File: config.mk
export PLATFORM = sky130hd
export DESIGN_NAME = bcd_event_counter
export DESIGN_NICKNAME = d
export VERILOG_FILES = /design/src/rtl/bcd_pkg.sv /design/src/rtl/bcd_event_counter_digit.sv /design/src/rtl/bcd_event_counter.sv
export SDC_FILE = /design/constraint.sdc
export NUM_CORES = 1
export LEC_CHECK = 0
export BUFFER_PORTS_ARGS = -buffer_cell sky130_fd_sc_hd__buf_2
export CORE_MARGIN = 1
export CORE_UTILIZATION = 35
export CTS_CLUSTER_SIZE = 20
export DETAILED_ROUTE_END_ITERATION = 10
export GPL_ROUTABILITY_DRIVEN = 0
export SYNTH_ARGS = -nofsm -noshare
export SYNTH_HDL_FRONTEND = slang
export SYNTH_SLANG_ARGS = --single-unit
File: constraint.sdc
create_clock -name clk -period 4.47 [get_ports clk]
set_input_delay 0.894 -clock clk [delete_from_list [all_inputs] [get_ports clk]]
set_output_delay 0.894 -clock clk [all_outputs]
set_load 0.005 [all_outputs]
File: src/rtl/bcd_pkg.sv
// bcd_pkg: shared BCD constants and helpers for the event counter
package bcd_pkg;
  localparam int BCD_DIGITS = 3;
  localparam logic [3:0] BCD_ZERO = 4'h0;
  localparam logic [3:0] BCD_NINE = 4'h9;
  function automatic logic [3:0] bcd_sanitise(input logic [3:0] nibble);
    return (nibble > BCD_NINE) ? BCD_NINE : nibble;
  endfunction
  function automatic logic bcd_le(input logic [11:0] a, input logic [11:0] b);
    return a <= b;
  endfunction
endpackage

File: src/rtl/bcd_event_counter_digit.sv
// bcd_digit: one decimal digit with load, clear and carry/borrow chaining
module bcd_digit
  import bcd_pkg::*;
(
  input  logic       clk,
  input  logic       reset,
  input  logic       step,
  input  logic       up,
  input  logic       carry_in,
  input  logic       load,
  input  logic [3:0] load_digit,
  input  logic       clear,
  output logic [3:0] digit,
  output logic       carry_out
);
  assign carry_out = carry_in & (up ? digit == BCD_NINE : digit == BCD_ZERO);
  // digit register: clear beats load beats a chained step
  always_ff @(posedge clk)
    if (reset || clear) digit <= BCD_ZERO;
    else if (load) digit <= load_digit;
    else if (step && carry_in)
      digit <= up ? ((digit == BCD_NINE) ? BCD_ZERO : digit + 4'd1)
                  : ((digit == BCD_ZERO) ? BCD_NINE : digit - 4'd1);
endmodule

File: src/rtl/bcd_event_counter.sv
// bcd_event_counter: prescaled 3-digit BCD up/down counter with load, clear and wrap
module bcd_event_counter
  import bcd_pkg::*;
#(
  parameter int unsigned TICK_DIV = 50_000_000,
  parameter logic [11:0] MAX_BCD  = 12'h999
) (
  input  logic        clk,
  input  logic        reset,
  input  logic        en,
  input  logic        up,
  input  logic        clear,
  input  logic        load,
  input  logic [11:0] load_val,
  output logic [15:0] bcd,
  output logic        tick_out,
  output logic        wrap
);
  localparam logic [25:0] LAST = 26'(TICK_DIV - 1);
  logic [25:0] presc;
  logic [11:0] count, sane, load_word;
  logic [BCD_DIGITS:0] chain;
  logic step_edge, step, wrap_cond;
  assign step_edge = en && presc == LAST;
  // all digits zero while counting down shows up as a full borrow chain
  assign wrap_cond = up ? count == MAX_BCD : chain[BCD_DIGITS];
  assign step = step_edge && !clear && !load;
  assign sane = {bcd_sanitise(load_val[11:8]), bcd_sanitise(load_val[7:4]), bcd_sanitise(load_val[3:0])};
  // wrap steps reuse the digit load path to jump to 000 or the terminal count
  assign load_word = load ? (bcd_le(sane, MAX_BCD) ? sane : MAX_BCD) : (up ? 12'h000 : MAX_BCD);
  assign chain[0] = 1'b1;
  assign bcd = {4'h0, count};
  for (genvar d = 0; d < BCD_DIGITS; d++) begin : g_digit
    bcd_digit u_digit (
      .clk(clk),
      .reset(reset),
      .step(step && !wrap_cond),
      .up(up),
      .carry_in(chain[d]),
      .load(load || (step && wrap_cond)),
      .load_digit(load_word[4*d +: 4]),
      .clear(clear),
      .digit(count[4*d +: 4]),
      .carry_out(chain[d+1])
    );
  end
  // prescaler: free-runs while enabled, restarts on clear or load
  always_ff @(posedge clk)
    if (reset || clear || load) presc <= '0;
    else if (en) presc <= (presc == LAST) ? '0 : presc + 26'd1;
  // one-cycle pulses following a committed step
  always_ff @(posedge clk)
    if (reset) begin
      tick_out <= 1'b0;
      wrap <= 1'b0;
    end else begin
      tick_out <= step;
      wrap <= step && wrap_cond;
    end
endmodule

## Yosys cells after proc, flatten, opt, wreduce, memory -nomap -nowiden

Cells that the tools add are included.

| word-level totals | value |
|---|---|
| register bits after elaboration | 40 |
| latch bits | 0 |
| bits in writable memories | 0 |
| memory bits (read-only) | 0 |
| input bits | 18 |
| output and inout bits | 18 |
| logic and storage cells | 69 |
| memories kept | 0 |

| operators by class | value |
|---|---|
| add/subtract/negate cells | 7 |
| multiply operators | 0 |
| divide/modulo/power cells | 0 |
| order comparisons | 4 |
| equality and inequality tests | 5 |
| shifts and indexed selects | 0 |
| muxes and demuxes | 26 |
| bitwise gates (word level) | 2 |
| reduce and logical (&&, ||, !) cells | 19 |

Operator list:

| cell | count |
|---|---|
| two-way mux 4 bit | 18 |
| two-way mux 12 bit | 3 |
| adder 26 x 1 -> 26 bit (second input constant) | 1 |
| == test 26 bit (second input constant) | 1 |
| two-way mux 26 bit | 1 |
| adder 4 x 1 -> 4 bit (second input constant) | 3 |
| == test 12 bit (second input constant) | 1 |
| == test 4 bit (second input constant) | 3 |
| greater-than comparator 4 bit (second input constant) | 3 |
| <= comparator 12 bit (second input constant) | 1 |
| zero test 4 bit | 3 |
| subtractor 4 x 1 -> 4 bit (second input constant) | 3 |
| logical AND 1 bit | 7 |
| nonzero test 2 bit | 3 |
| two-way mux 1 bit | 4 |
| zero test 1 bit | 3 |
| logical OR 1 bit | 3 |
| bitwise AND 1 bit | 2 |

## Logic depth before layout (Yosys ltp)

| depth | value |
|---|---|
| word-level depth | 10 |
| mapped depth | 8 |
| depth with buffers taken out | 7 |

## By module

From an unflattened synthesis, not the netlist that was laid out.

| unflattened totals | value |
|---|---|
| cell total of the unflattened synthesis | 350 |
| area total of the unflattened synthesis | 2651.3 µm² |

Modules (own cells, without submodules):

| module | instances | cells each | area an instance (µm²) | sequential area each (µm²) |
|---|---|---|---|---|
| bcd_event_counter | 1 | 191 | 1525.2 | 560.5 |
| bcd_digit | 3 | 53 | 375.4 | 80.1 |

## Worst setup path after synthesis

OpenSTA, ideal clock, no wires.

| timing | value |
|---|---|
| path kind | input to register |
| start point | input port en |
| end point | register g_digit[1].u_digit.digit[3] |
| setup time | 0.074 ns |
| data arrival time | 2.749 ns |
| data required time | 4.396 ns |
| path slack | 1.647 ns |
| cell stages on the path | 7 |
| path buffers | 1 |
| cells stage by stage | and3_1 -> nand4_2 -> or4_1 -> clkbuf_1 -> or2_1 -> or4_1 -> a31oi_1 |

| on the way | value |
|---|---|
| cells in the longest elaborated chain, start to end | 6 |
| elaborated cells between the ends (all ways) | 9 |
| classes of those cells | 1 x mux; 8 x reduce/logical |

RTL lines:

| what | RTL line | RTL |
|---|---|---|
| from (decl) | bcd_event_counter.sv:10 | `input logic en,` |
| logical AND 1 bit * | bcd_event_counter.sv:24 | `assign step_edge = en && presc == LAST;` |
| logical AND 1 bit * (2 in a row) | bcd_event_counter.sv:27 | `assign step = step_edge && !clear && !load;` |
| logical AND 1 bit, on equally long branches | bcd_event_counter.sv:40, bcd_event_counter.sv:37 |  |
| logical OR 1 bit or logical AND 1 bit (tied branches) | bcd_event_counter.sv:40, bcd_event_counter_digit.sv:21 |  |
| two-way mux 4 bit or nonzero test 2 bit (tied branches) | -- |  |
| to (signal assigned) | bcd_event_counter_digit.sv:20 | `else if (load) digit <= load_digit;` |
| to (signal assigned) | bcd_event_counter_digit.sv:22 | `digit <= up ? ((digit == BCD_NINE) ? BCD_ZERO : digit + 4'd1)` |
| to (decl) | bcd_event_counter_digit.sv:13 | `output logic [3:0] digit,` |

Every way passes the cells marked *; elsewhere a longest branch is shown, timed or not.
A chain may end at the register's enable or synchronous reset.

## Worst setup path after layout

| timing | value |
|---|---|
| start point | input port up |
| end point | register g_digit[1].u_digit.digit[1] |

| on the way | value |
|---|---|
| cells in the longest elaborated chain, start to end | 8 |
| elaborated cells between the ends (all ways) | 15 |
| classes of those cells | 7 x mux; 2 x bitwise; 6 x reduce/logical |

RTL lines:

| what | RTL line | RTL |
|---|---|---|
| from (decl) | bcd_event_counter.sv:11 | `input logic up,` |
| two-way mux 1 bit | bcd_event_counter_digit.sv:16 | `assign carry_out = carry_in & (up ? digit == BCD_NINE : digit == BCD_ZERO);` |
| bitwise AND 1 bit (2 in a row) | bcd_event_counter_digit.sv:16 |  |
| two-way mux 1 bit | bcd_event_counter.sv:26 | `assign wrap_cond = up ? count == MAX_BCD : chain[BCD_DIGITS];` |
| zero test 1 bit | bcd_event_counter.sv:37 | `.step(step && !wrap_cond),` |
| logical AND 1 bit | bcd_event_counter.sv:37 |  |
| logical AND 1 bit | bcd_event_counter_digit.sv:21 | `else if (step && carry_in)` |
| nonzero test 2 bit (no source line) | -- |  |

Several ways; a longest one is shown, not always the timed one. The select of a mux whose other input is x is not followed.

==> qor.yml <==
status:
  outcome: "complete, no violations"
timing:
  tns_ps: 0
  period_share_pct: 67.7
  fin_skew_ps: 9.27
  slew_viol_final: 0
  fin_crit_ps: 3020
  grt_setup_unrepaired: "false"
  setup_viol: 0
  worst_pin_slew_ps: 840
  fmax_ghz: 0.331
  relSlewSlack_pct: 43.9
  hold_viol_final: 0
  setup_ws_ps: 1450
clocking:
  clkLatencyLatePin_ps: 300
  clock_path_buffers: 2
  cts_tree: "built"
  cts_sinks: 40
  cts_resized: 0
  h-tree-depth: 2
  clk_pin_slew_ps: 90
  holdBufCountCts: 0
  cts_setup_buffers: 0
  cts-root-buf: "clkbuf_8"
  numCtsBuffers: 5
placed_design:
  io_buffers: 31
  dpl_worst_slack_ps: 1150
  dp_hpwl_um: 3930
final_layout:
  layout_common_cells: "49 x nor2_1, 40 x dfxtp_1, 31 x buf_2, 22 x nand2_1, 18 x nor3_1"
  n_antenna_cell: 0
  mostFrequentLayoutCell: "nor2_1"
  drive_gt1_share_pct: 13.3
  syn_to_final_growth_pct: 11.0
  fillers: 670
  nNetsFinal: 357
floorplan:
  die_h_um: 85.0
  start_util_pct: 37.1
  die_w_um: 85.0
  ioPinCount: 36
  core-area_sq_um: 6490
  num_rows: 29
  die-area_sq_um: 7230
grt:
  grt_pass1_wl_um: 9670
  grtUsageTotal_pct: 16.6
  first_global_vias: 2069
  overflow: 0
  grt_max_degree: 34
  antenna_found_initial: 0
route:
  drt-vias-per-instance: 5.48
  routedWlPerCell_um: 13.8
  routed_wl_um: 5730
  ant_nets: 0
  drtPass1Iterations: 4
  vias: 2278
  drc: 0
  drt-initial-drc-count: 97
logic_synthesis:
  ys_seq_area_share_pct: 33.2
  synth_cell_types: 50
  syn_inst: 318
  async_flop_share_pct: 0
  synth_seq_cells: 40
  synth_edf_count: 0
  syn_area_per_cell_sq_um: 7.59
  synthFlopType: "dfxtp_1"
  yosysWarnings: 0
  syn_area_sq_um: 2410
worst_setup_path:
  start_kind: "primary input"
  crit_required_ps: 4660
  end_kind: "register"
  path_class: "in2reg"
  arrival_ps: 3210
  crit_path_max_fanout: 33
power_and_ir_drop:
  leakagePower_uw: 0.000901
  vdd_drop_max_mv: 0.171
  power_density_nw_per_um2: 265
hold_path:
  hold_path_class: "reg2reg"
job:
  drv_cap: 0
[per-layer routing]
layer	global-route usage [%]	part of all wire (%)
met1	21.7	48
met2	26.6	46
met3	3.50	4.4
met4	6.63	1.5
met5	0	0
[cells in the mapped netlist (all sizes together) (2+ instances only)]
master	count	share of area [%]
or4	3	0.93
a311oi	3	1.1
nor4	4	1.3
a221oi	4	1.5
nand3b	5	1.6
nand3	14	2.9
and4	3	1.1
a22oi	4	1.2
buf	4	1.2
inv	8	1.2
mux2i	2	0.83
o21a	3	0.93
or2	3	0.78
clkbuf	17	2.6
xnor2	13	4.7
a31oi	2	0.52
o21ai	16	3.3
xor2	15	5.4
a21boi	2	0.62
a211oi	4	1.2
o221ai	2	0.73
and2	7	1.8
nor2b	2	0.52
o22ai	2	0.52
dfxtp	40	33
nor3	18	3.7
nand4	10	2.9
nand2	22	3.4
and3	8	2.1
a21oi	13	2.7
nor2	49	7.6
[metrics by stage]
step / hold slack (ps) / area, sq um / util [%] / total power (uW) / instances
6_report: 517 / 2680 / 41.2 / 711 / 416
5_1_grt: 583 / 2680 / 41.2 / 739 / 416
4_1_cts: 522 / 2680 / 41.2 / 718 / 416
3_5_place_dp: 501 / 2580 / 39.7 / 455 / 408
3_3_place_gp: 494 / 2580 / 39.7 / 455 / 408
2_1_floorplan: 471 / 2420 / - / 432 / 321
[worst paths after layout]
kind         cells past startpoint  startpoint  slack [ps]                          end
max reg2reg                      7    presc[0]        1790  g_digit[1].u_digit.digit[3]
min reg2reg                      2   presc[25]         520                    presc[25]
max                              7          up        1450  g_digit[1].u_digit.digit[1]
min                              2   presc[25]         520                    presc[25]
[flip-flops by register name (all words and copies together) (netlist names)]
signal                 flops
g_digit.u_digit.digit     12
presc                     26
tick_out                   1
wrap                       1
[worst max-delay path: stages]
cell	delay, ps
buf_2	440
and3_1	250
o21ai_0	190
nor3_1	600
a21oi_1	400
a221oi_1	360
nor3_1	80
[logic make-up after synthesis]
logic type,Yosys count,share of synthesized area [%]
and+or+nand+nor,152,32.3
AOI/OAI and AO/OA,64,17.6
DFF,40,33.2
buffers and inverters,30,5.29
xor gates and xnor gates,28,10.2
muxes,2,0.830
adders and majority gates,1,0.519
other,1,0.155
[cell type report]
type | count | area, sq um | area share (%)
clock buffers | 6 | 82.6 | 3.08
clock inverters | 2 | 15.0 | 0.560
inverters | 9 | 33.8 | 1.26
multi-input cells | 251 | 1500 | 55.8
flip-flops and latches | 40 | 801 | 29.9
well taps | 77 | 96.3 | 3.60
repair buffers | 31 | 155 | 5.79
[report_power, final]
| part | internal, uW | switching, uW | leakage [uW] | total, uW |
|---|---|---|---|---|
| sequential | 360 | 10.8 | 0.000323 | 371 |
| combinational | 30.5 | 46.3 | 0.000534 | 76.8 |
| clock | 125 | 138 | 0.0000434 | 263 |
| total | 516 | 195 | 0.000901 | 711 |
No activity file was read; power rests on OpenSTA's default activity.
